### src/rtl/hazard_scoreboard.sv
// Hazard unit for the 5-stage core: GPR busy scoreboard, HI/LO and CP0 in-flight
// counters, I-fetch drain FSM and a saturating hazard-cycle counter.
module hazard_scoreboard #(
  parameter int NUM_REGS = 32,
  parameter int REG_AW   = 5,
  parameter int HILO_MAX = 3,
  parameter int CP0_MAX  = 3,
  parameter int CNT_W    = 32
) (
  input  logic                clk,
  input  logic                reset,
  input  logic                i_data_ok,
  input  logic                d_data_ok,
  input  logic                mult_ok,
  input  logic                is_wait,
  input  logic                exc_valid,
  input  logic                dec_valid,
  input  logic [REG_AW-1:0]   dec_srca,
  input  logic [REG_AW-1:0]   dec_srcb,
  input  logic                dec_use_a,
  input  logic                dec_use_b,
  input  logic                dec_branch,
  input  logic                dec_cmp_b,
  input  logic                dec_long_wr,
  input  logic [REG_AW-1:0]   dec_wr_reg,
  input  logic                dec_hilo_rd,
  input  logic                dec_hilo_wr,
  input  logic                dec_cp0_wr,
  input  logic                ex_regwrite,
  input  logic [REG_AW-1:0]   ex_wr_reg,
  input  logic                wb_valid,
  input  logic [REG_AW-1:0]   wb_reg,
  input  logic                wb_long,
  input  logic                wb_hilo,
  input  logic                wb_cp0,
  output logic                stall_f,
  output logic                stall_d,
  output logic                stall_e,
  output logic                stall_m,
  output logic                flush_d,
  output logic                flush_e,
  output logic                flush_m,
  output logic                flush_w,
  output logic [NUM_REGS-1:0] busy_vec,
  output logic [CNT_W-1:0]    hz_cycles
);

  // state | meaning
  // RUN   | normal operation
  // DRAIN | exception taken while an I-fetch is outstanding; hold flush_d until it returns
  localparam logic RUN   = 1'b0;
  localparam logic DRAIN = 1'b1;

  localparam int HW = $clog2(HILO_MAX + 1);
  localparam int CW = $clog2(CP0_MAX + 1);

  logic                state;
  logic [NUM_REGS-1:0] busyVec;
  logic [NUM_REGS-1:0] busyNext;
  logic [HW-1:0]       hiloCnt;
  logic [CW-1:0]       cp0Cnt;
  logic [CNT_W-1:0]    hzCycles;

  logic mem, raw, br, hl, c0, hz, fire;
  logic hiloInc, hiloDec, cp0Inc, cp0Dec;
  logic stallCore, stallE, stallM;

  assign mem = ~i_data_ok | ~d_data_ok;
  assign raw = (dec_use_a & busyVec[dec_srca]) | (dec_use_b & busyVec[dec_srcb]);
  assign br  = dec_branch & ex_regwrite & (ex_wr_reg != '0) &
               ((ex_wr_reg == dec_srca) | (dec_cmp_b & (ex_wr_reg == dec_srcb)));
  assign hl  = (dec_hilo_rd & (hiloCnt != '0)) | (dec_hilo_wr & (hiloCnt == HW'(HILO_MAX)));
  assign c0  = cp0Cnt != '0;
  assign hz  = dec_valid & (raw | br | hl | c0);

  assign stallCore = mem | hz | is_wait;
  assign stallE    = ~d_data_ok | ~mult_ok | is_wait;
  assign stallM    = ~d_data_ok | is_wait;
  assign fire      = dec_valid & ~stallCore & ~exc_valid;

  // Reset forces a full-pipe flush with no stalls so the bubbles actually advance.
  assign stall_f = ~reset & stallCore;
  assign stall_d = ~reset & stallCore;
  assign stall_e = ~reset & stallE;
  assign stall_m = ~reset & stallM;
  assign flush_d = reset | exc_valid | (state == DRAIN);
  assign flush_e = reset | ((hz | ~i_data_ok) & ~stallE) | exc_valid;
  assign flush_m = reset | (~mult_ok & ~stallM);
  assign flush_w = reset | ~d_data_ok | is_wait | exc_valid;

  assign hiloInc = fire & dec_hilo_wr;
  assign hiloDec = wb_valid & wb_hilo;
  assign cp0Inc  = fire & dec_cp0_wr;
  assign cp0Dec  = wb_valid & wb_cp0;

  // Set beats clear so a new writer re-arms a register its predecessor is retiring.
  always_comb begin
    busyNext = busyVec;
    for (int r = 1; r < NUM_REGS; r++) begin
      if (fire && dec_long_wr && dec_wr_reg == REG_AW'(r))
        busyNext[r] = 1'b1;
      else if (wb_valid && wb_long && wb_reg == REG_AW'(r))
        busyNext[r] = 1'b0;
    end
    busyNext[0] = 1'b0;
  end

  always_ff @(posedge clk) begin
    if (reset) begin
      busyVec  <= '0;
      hiloCnt  <= '0;
      cp0Cnt   <= '0;
      state    <= RUN;
      hzCycles <= '0;
    end else begin
      if (exc_valid) begin
        busyVec <= '0;
        hiloCnt <= '0;
        cp0Cnt  <= '0;
      end else begin
        busyVec <= busyNext;
        if (hiloInc && !hiloDec) hiloCnt <= hiloCnt + HW'(1);
        else if (!hiloInc && hiloDec) hiloCnt <= hiloCnt - HW'(1);
        if (cp0Inc && !cp0Dec) cp0Cnt <= cp0Cnt + CW'(1);
        else if (!cp0Inc && cp0Dec) cp0Cnt <= cp0Cnt - CW'(1);
      end

      case (state)
        RUN:     if (exc_valid && !i_data_ok) state <= DRAIN;
        DRAIN:   if (!exc_valid && i_data_ok) state <= RUN;
        default: state <= RUN;
      endcase

      if (hz && hzCycles != '1) hzCycles <= hzCycles + CNT_W'(1);
    end
  end

  // A retirement with nothing in flight means the pipeline lost track of a writer.
  always_ff @(posedge clk) begin
    if (!reset && !exc_valid) begin
      assert (!(hiloDec && !hiloInc && hiloCnt == '0));
      assert (!(cp0Dec && !cp0Inc && cp0Cnt == '0));
    end
  end

  assign busy_vec  = busyVec;
  assign hz_cycles = hzCycles;

endmodule

### config.mk
export PLATFORM = sky130hd
export DESIGN_NAME = hazard_scoreboard
export DESIGN_NICKNAME = d
export VERILOG_FILES = /design/src/rtl/hazard_scoreboard.sv
export SDC_FILE = /design/constraint.sdc
export NUM_CORES = 1
export LEC_CHECK = 0
export ABC_CLOCK_PERIOD_IN_PS = 3470
export CAP_MARGIN = 20
export CORE_ASPECT_RATIO = 0.5
export CORE_MARGIN = 4
export CORE_UTILIZATION = 35
export DETAILED_ROUTE_END_ITERATION = 10
export GPL_TIMING_DRIVEN = 0
export PLACE_DENSITY_LB_ADDON = 0.05
export SYNTH_ARGS = -nofsm -noshare
export SYNTH_HDL_FRONTEND = slang
export SYNTH_SLANG_ARGS = --single-unit
### constraint.sdc
create_clock -name clk -period 3.47 [get_ports clk]
set_input_delay 0.694 -clock clk [delete_from_list [all_inputs] [get_ports clk]]
set_output_delay 0.694 -clock clk [all_outputs]
set_load 0.005 [all_outputs]
Word-level counts from Yosys, hierarchy flattened
Cells that the tools add are included.

word-level totals
  output and inout port bits = 72
  bits of input ports = 46
  flip-flop bits (word level) = 69

operators by class
  multiplexer cells = 73
  reduce and logical (&&, ||, !) cells = 114
  add/sub/neg operators = 5
  bitwise operators = 50
  order comparisons = 2
  equal/unequal tests = 66

operators with widths
  kind                                                                   number
  5-bit == test (second input constant)                                  32
  5-bit by 4-bit == test with 1-bit output (second input constant)       16
  1-bit logical AND                                                      71
  2-bit nonzero test                                                     35
  1-bit two-way mux                                                      66
  5-bit by 3-bit == test with 1-bit output (second input constant)       8
  32-bit by 1-bit adder with 32-bit output (second input constant)       1
  32-bit inequality test (second input constant)                         1
  1-bit OR                                                               21
  1-bit AND                                                              20
  5-bit by 2-bit == test with 1-bit output (second input constant)       4
  5-bit by 6-bit < comparator with 1-bit output (second input constant)  2
  1-bit binary-select mux with 5-bit select                              2
  5-bit by 1-bit == test with 1-bit output (second input constant)       2
  5-bit == test                                                          2
  1-bit NOT                                                              9
  2-bit two-way mux                                                      4
  1-bit zero test                                                        6
  5-bit nonzero test                                                     1
  2-bit by 1-bit adder with 2-bit output (second input constant)         2
  2-bit by 1-bit subtractor with 2-bit output (second input constant)    2
  2-bit == test (second input constant)                                  1
  1-bit one-hot mux with 2 select lines                                  1
  2-bit OR reduction                                                     1

Depth between registers and ports, before layout
Gate-level depths: netlist of run 1.

  word-level depth = 18
  gate-level depth with buffers = 13
  depth with buffers taken out = 10

Worst setup path before layout of run 1
No wires, ideal clock.

  path type = input -> output
  from = input dec_srca[0]
  to = output flush_e
  required time = 2776 ps
  path buffers = 3
  path slack = -59 ps
  arrival = 2835 ps
  stages = 10
  cell sequence = buf_4 mux4_2 nor3b_1 a2111oi_0 a31o_2 o31ai_4 buf_4 buf_4 nand2_1 a31o_1

between the ends
  longest elaborated chain between the ends = 12

ends and longest elaborated chain
  item                                       line  RTL
  start, declared                            18    input logic [REG_AW-1:0] dec_srca,
  1-bit binary-select mux with 5-bit select  69    assign raw = (dec_use_a & busyVec[dec_srca]) | (dec_use_b & busyVec[dec_srcb]);
  1-bit two-way mux (not written as such)    69
  1-bit AND                                  69
  1-bit OR                                   69
  1-bit OR * (3 in series)                   74    assign hz = dec_valid & (raw | br | hl | c0);
  1-bit AND *                                74
  1-bit OR *                                 87    assign flush_e = reset | ((hz | ~i_data_ok) & ~stallE) | exc_valid;
  1-bit AND *                                87
  1-bit OR * (2 in series)                   87
  end, declared                              41    output logic flush_e,

Mark *: on every way between the ends. The rest lies on a longest branch, timed or not. The select of a mux whose other input is x is not followed.

Worst setup path in the final report of run 1
  from = input dec_srcb[1]
  to = output stall_f

between the ends
  longest elaborated chain between the ends = 11

ends and longest elaborated chain
  item                                                                        line    RTL
  start, declared                                                             19      input logic [REG_AW-1:0] dec_srcb,
  1-bit binary-select mux with 5-bit select or 5-bit == test (tied branches)  69, 71
  1-bit two-way mux (not written as such) or 1-bit AND (tied branches)        69, 71
  1-bit AND or 1-bit OR (tied branches)                                       69, 71
  1-bit OR or 1-bit AND (tied branches)                                       69, 70
  1-bit OR * (3 in series)                                                    74
  1-bit AND *                                                                 74
  1-bit OR * (2 in series)                                                    76      assign stallCore = mem | hz | is_wait;
  1-bit AND *                                                                 82      assign stall_f = ~reset & stallCore;
  end, declared                                                               36      output logic stall_f,

Marks and branches as above.

==> results.md, run 1 <==
- Max VDD drop: 194 uV
- Deepest clock path buffer count: 2
- Detailed Routing Iterations Pass 1: 4
- CTS Root Cell: clkbuf_16
- Starting density of the core: 35.9%
- Worst path required time: 2780 ps
- Nets: 688
- Placed Area: 5560 sq um
- Final instance area: 5950 sq um
- Total power: 1.89 mW
- Global-route wire length before repair: 22900 microns
- Worst path top cell family by delay: compound AO/OA/AOI/OAI gates
- Power per cell area: 317 nW/um^2
- Async set or reset register ratio after synthesis: 0%
- Synth warnings: 0
- Pin count of the biggest net entering global routing: 11
- Critical Path, Cell by Cell: buf_12 -> mux2_4 -> a221o_1 -> a31oi_1 -> o211ai_1 -> o31ai_4 -> clkbuf_8 -> a31oi_4 -> buf_6 -> buf_6
- Buf/Inv on CP: 4
- Routed len/inst: 17.7 microns
- Ant. Diodes: 0
- Vias: 4389
- Hold path depth: 2
- Final core occ: 50.1%
- Status: finished clean
- Max cap viols: 0
- Hold wc startpoint: hiloCnt[1]$_SDFFE_PP0P_
- Critical path's slowest cell: o31ai_4
- Hold Vio Cnt, Final: 0
- GP Congestion: 0.801
- Global-route usage over all layers: 20.5%
- Worst-skew pair later-pin latency: 340 ps
- Critical path class: in2out
- Unrepaired setup endpoints after global routing: yes
- Crit path top cell by count: buf_6
- Mean Syn Cell Area: 8.35 sq um
- CTS H-tree depth: 3
- Slew Limit Fails: 0
- DRT iter0 DRCs: 218
- Pre-CTS WS: -1120 ps
- Synth unique cells: 56
- Max Freq: 295 MHz
- R2r setup slk: 390 ps
- Syn nets: 560
- CTS tree: yes
- Area growth, synth to finish: 39.5%
- Initial antenna violation count: 0
- Fin crit share: 97.8%
- R2R depth: 11
- Vias per Instance: 5.44
- Die area: 14100 sq um
- PortBufs: 107
- Final min period: 3390 ps
- Share of cells above drive strength 1: 14.0%
- Post-route clock skew: 9.69 ps
- Hpwl dp: 10700 microns
- Antenna-violating nets left: 0
- Hold Path Sink: hiloCnt[1]$_SDFFE_PP0P_
- Core ar.: 11900 sq um
- Overflow after GRT: 0
- Post-synthesis sequential area ratio: 31.9%
- Most frequent cells in the layout: clkdlybuf4s50_1, dfxtp_1, nand2_1
- CTS Buf Count: 9
- Worst hold-check path type: reg2reg
- Hold Buf Count CTS: 0
- FF-to-FF End: cp0Cnt[1]$_SDFFE_PP0P_
- Mapped cell area: 4270 sq um
- Post-Syn Instances: 511
- Slew margin rel.: 61.5%
- Die X: 164 microns
- Num rows: 28
- Total Routed Length: 14300 microns
- Fill count: 1161
- Setup TNS: 0 ps
- Final setup margin: 77.4 ps
- Worst Setup End Kind: output pin
- Vias in the first global route: 4309
- Commonest non-fill, non-tap cell in the layout: clkdlybuf4s50_1
- DRC: 0
- Synth Flop Type: dfxtp_1
- Worst-path clk slew: 60 ps
- Clock sinks: 68
- DIE HEIGHT: 86.1 microns
- LEAKAGE: 2.02 nW
- Number of top-level pins: 118
- Slowest stage delay, CP: 370 ps
- Worst reg2reg startpoint: busy_vec[1]$_SDFFE_PP0P_
- Synth Register Bits: 68
- Worst-path fanout max: 10
- EDFF count, synth: 0
- CP arrival: 2700 ps
- Setup Viol. Count Final: 0
- CP Launch Type: primary input
- Slew of the pin with the lowest slew margin: 576 ps
[metrics by stage]
step / hold slack (ps) / instances
5_1_grt: 534 / 807
4_1_cts: 504 / 805
6_report: 499 / 807
2_1_floorplan: 458 / 511
3_3_place_gp: 482 / 783
3_5_place_dp: 493 / 783
[Yosys cell counts (4+ instances only)]
| library cell | count | share of area, % |
|---|---|---|
| dfxtp_1 | 68 | 32 |
| nand2_1 | 49 | 4.3 |
| a21oi_1 | 43 | 5.0 |
| o21ai_0 | 32 | 3.8 |
| nor2_1 | 28 | 2.5 |
| nand4_1 | 26 | 3.8 |
| clkbuf_1 | 19 | 1.7 |
| nor2b_1 | 18 | 2.6 |
| or3_1 | 16 | 2.3 |
| mux2i_1 | 15 | 3.5 |
| o31ai_1 | 13 | 2.3 |
| or4_1 | 13 | 2.3 |
| xor2_1 | 13 | 2.7 |
| mux2_2 | 12 | 3.2 |
| o211ai_1 | 12 | 2.1 |
| nand3_1 | 11 | 1.3 |
| and2_1 | 10 | 1.5 |
| o21ai_2 | 10 | 2.1 |
| buf_4 | 8 | 1.4 |
| mux4_2 | 8 | 4.2 |
| nand2b_1 | 7 | 1.0 |
| and3_1 | 6 | 0.88 |
| nor3_1 | 6 | 0.70 |
| nor4_1 | 6 | 0.88 |
| and4_1 | 5 | 1.0 |
| clkbuf_2 | 5 | 0.59 |
| o311ai_0 | 5 | 1.0 |
| buf_1 | 4 | 0.35 |
[sequential cells by signal, indices dropped and copies added, names as in the netlist]
| name | cells |
|---|---|
| hz_cycles | 32 |
| busy_vec | 31 |
| cp0Cnt | 2 |
| hiloCnt | 2 |
| state | 1 |
[repair_timing]
item / CTS / global route
pin swaps: 9 / 7
endpoints found under the setup margin: 6 / 5
endpoints found under the hold margin: 0 / 0
gates resized for setup: 36 / 8
setup buffers: 9 / 2
[how the worst max path moves through the flow]
stage | depth (start not counted) | endpoint | start
finish | 10 | stall_f | dec_srcb[1]
global route | 10 | stall_f | dec_srcb[1]
CTS | 10 | stall_f | dec_srca[0]
detailed placement | 9 | stall_f | ex_wr_reg[2]
global placement | 9 | stall_f | ex_wr_reg[1]
floorplan | 9 | stall_f | dec_srcb[1]
[area by class of cell]
| class | count | area (sq um) | share of cell area, % |
|---|---|---|---|
| clock buffer | 11 | 243 | 4.08 |
| buffer | 40 | 251 | 4.22 |
| sequential | 68 | 1360 | 22.9 |
| tap | 165 | 206 | 3.47 |
| clock inverter | 3 | 15.0 | 0.252 |
| timing repair buffer | 118 | 1140 | 19.1 |
| inverter | 3 | 11.3 | 0.189 |
| multi-input combinational | 399 | 2730 | 45.9 |
[power by group]
group          switching, mW  leakage (nW)  total, mW  internal [mW]
logic                  0.147          1.34      0.271          0.125
clock network          0.334         0.131      0.825          0.491
registers            0.00453         0.548      0.790          0.786
[tightest hold or removal path, cell delays in order, from the launching register on]
cell and delay (ps):
dfxtp_1 320, o21ai_0 70, a21oi_1 60
[layer usage]
metal  part of all wire [%]  vias up  global-route usage (%)
met5                      0        -                       0
met4                   0.99        0                    4.95
met3                    6.1       11                    5.14
met2                     50      108                    35.9
met1                     43     2096                    25.5
li1                       -     2174                       -
[kinds of logic (layout without fill, tap and decap cells)]
logic type                 Yosys count  in the layout  synth area share [%]
and+or+nand+nor                    213            213                  28.0
AOI/OAI and AO/OA                  132            132                  19.9
DFF                                 68             68                  31.9
buffers and inverters               44            175                  5.16
muxes                               36             36                  11.2
xor gates and xnor gates            14             14                  2.87
adders and majority gates            3              3                 0.880
other                                1              1                0.0879
(Power assumes the default switching activity.)
==> run 2, diff against run 1 <==
- SKIP_LAST_GASP: not set -> 1
==> results.md, run 2 (synthesis results as in run 1) <==
- CP Launch Type: primary input
- Placed Area: 5560 sq um (unchanged)
- Hpwl dp: 10700 microns (unchanged)
- Register area: 1360 sq um (unchanged)
- Vias per Instance: 5.47 (+0.55%)
- Final min period: 3440 ps (+51.0 ps)
- Die X: 164 microns (unchanged)
- Layout Cells excl Fill: 807 (unchanged)
- Setup TNS: 0 ps (unchanged)
- CTS Root Cell: clkbuf_16
- Worst hold-check path type: reg2reg
- R2r setup slk: 370 ps (-20 ps)
- Worst reg2reg startpoint: busy_vec[1]$_SDFFE_PP0P_
- Number of top-level pins: 118 (unchanged)
- Worst-path clk slew: 50 ps (about the same)
- Share of cells above drive strength 1: 14.0% (unchanged)
- Slew Limit Fails: 0 (unchanged)
- Routed len/inst: 17.7 microns (-0.19%)
- Clock sinks: 68 (unchanged)
- Power per cell area: 316 nW/um^2 (-0.11%)
- Commonest non-fill, non-tap cell in the layout: clkdlybuf4s50_1
- Antenna-violating nets left: 0 (unchanged)
- DIE HEIGHT: 86.1 microns (unchanged)
- CP arrival: 2750 ps (+50 ps)
- Max VDD drop: 194 uV (-0.12%)
- Core ar.: 11900 sq um (unchanged)
- Final setup margin: 26.4 ps (-51.0 ps)
- Deepest clock path buffer count: 2 (unchanged)
- Final core occ: 50.1% (about the same)
- Fin crit share: 99.2% (+1.5 points)
- Setup Viol. Count Final: 0 (unchanged)
- FF-to-FF End: cp0Cnt[1]$_SDFFE_PP0P_
- Vias in the first global route: 4310 (+0.023%)
- LEAKAGE: 2.02 nW (about the same)
- Max FFs per register: 32 (unchanged)
- Worst path required time: 2780 ps (about the same)
- Total power: 1.88 mW (-0.19%)
- Status: finished clean
- Post-route clock skew: 8.58 ps (-1.11 ps)
- Hold Vio Cnt, Final: 0 (unchanged)
- Nets: 688 (unchanged)
- Critical path class: in2out
- PortBufs: 107 (unchanged)
- Placed cell count: 783 (unchanged)
- CTS tree: yes
- Fill count: 1160 (-0.086%)
- Max cap viols: 0 (unchanged)
- CP startpoint: dec_srcb[0]
- Die area: 14100 sq um (unchanged)
- Global-route wire length before repair: 22900 microns (about the same)
- R2R depth: 11 (unchanged)
- Critical Path Sink: stall_f
- Slew margin rel.: 59.5% (-1.9 points)
- Final instance area: 5950 sq um (about the same)
- Most frequent cells in the layout: clkdlybuf4s50_1, dfxtp_1, nand2_1
- Worst Setup End Kind: output pin
- Hold path depth: 2 (unchanged)
- DRT iter0 DRCs: 218 (unchanged)
- CTS Buf Count: 9 (unchanged)
- Worst-skew pair later-pin latency: 340 ps (about the same)
- Max Freq: 290 MHz (-1.5%)
- Unrepaired setup endpoints after global routing: yes
- CTS H-tree depth: 3 (unchanged)
- Overflow after GRT: 0 (unchanged)
- WHS: 502 ps (+2.93 ps)
- Multi-input gate area: 2730 sq um (unchanged)
- Initial antenna violation count: 0 (unchanged)
- Vias: 4413 (+0.55%)
- Global-route usage over all layers: 20.5% (about the same)
- GP Congestion: 0.801 (unchanged)
- Starting density of the core: 35.9% (unchanged)
- Total Routed Length: 14300 microns (-0.19%)
- Pre-CTS WS: -1120 ps (unchanged)
- Area growth, synth to finish: 39.4% (about the same)
- Ant. Diodes: 0 (unchanged)
- Worst-path fanout max: 10 (unchanged)
- DRC: 0 (unchanged)
- Slew of the pin with the lowest slew margin: 607 ps (+31.1 ps)
- Detailed Routing Iterations Pass 1: 4 (unchanged)
- Num rows: 28 (unchanged)
- Pin count of the biggest net entering global routing: 11 (unchanged)
[run 2: worst min-delay path by stage]
stage | start | endpoint | slack (ps)
final | busy_vec[18]$_SDFFE_PP0P_ | busy_vec[18]$_SDFFE_PP0P_ | 500
after global routing | hz_cycles[18]$_SDFFE_PP0P_ | hz_cycles[18]$_SDFFE_PP0P_ | 530
after CTS | cp0Cnt[1]$_SDFFE_PP0P_ | cp0Cnt[1]$_SDFFE_PP0P_ | 500
after detailed placement | cp0Cnt[1]$_SDFFE_PP0P_ | cp0Cnt[1]$_SDFFE_PP0P_ | 490
after global placement | cp0Cnt[1]$_SDFFE_PP0P_ | cp0Cnt[1]$_SDFFE_PP0P_ | 480
after floorplan | cp0Cnt[1]$_SDFFE_PP0P_ | cp0Cnt[1]$_SDFFE_PP0P_ | 460
[run 2: cell type report]
class	instances	share of cell area (%)
timing repair buffer	119	19.2
multi-input combinational	399	45.9
buffer	39	4.04
sequential	68	22.9
clock inverter	3	0.252
clock buffer	11	4.08
tap	165	3.47
inverter	3	0.189
[run 2: worst max-delay path: stages]
cell	delay [ps]
clkbuf_4	190
mux4_2	530
o221ai_2	200
o211ai_1	190
o31ai_4	330
clkbuf_8	190
a31oi_4	80
buf_6	140
clkdlybuf4s15_2	200
[run 2: routing by layer]
| metal | global-route usage, % | wire length [microns] | vias up |
|---|---|---|---|
| met5 | 0 | 0 | - |
| met4 | 4.95 | 140 | 0 |
| met3 | 5.14 | 805 | 11 |
| met2 | 36.0 | 7100 | 115 |
| met1 | 25.5 | 6210 | 2108 |
| li1 | - | - | 2179 |
[run 2: what timing repair did]
action                     CTS  global route
hold buffers                 0             0
gates resized for setup     33             9
setup endpoints to repair    6             7
pin swaps                    9             7
setup buffers                9             3
[run 2: report_power, final]
group | total [mW] | internal [mW] | switching, mW
Combinational | 0.270 | 0.124 | 0.146
Sequential | 0.790 | 0.786 | 0.00454
Clock | 0.823 | 0.491 | 0.332
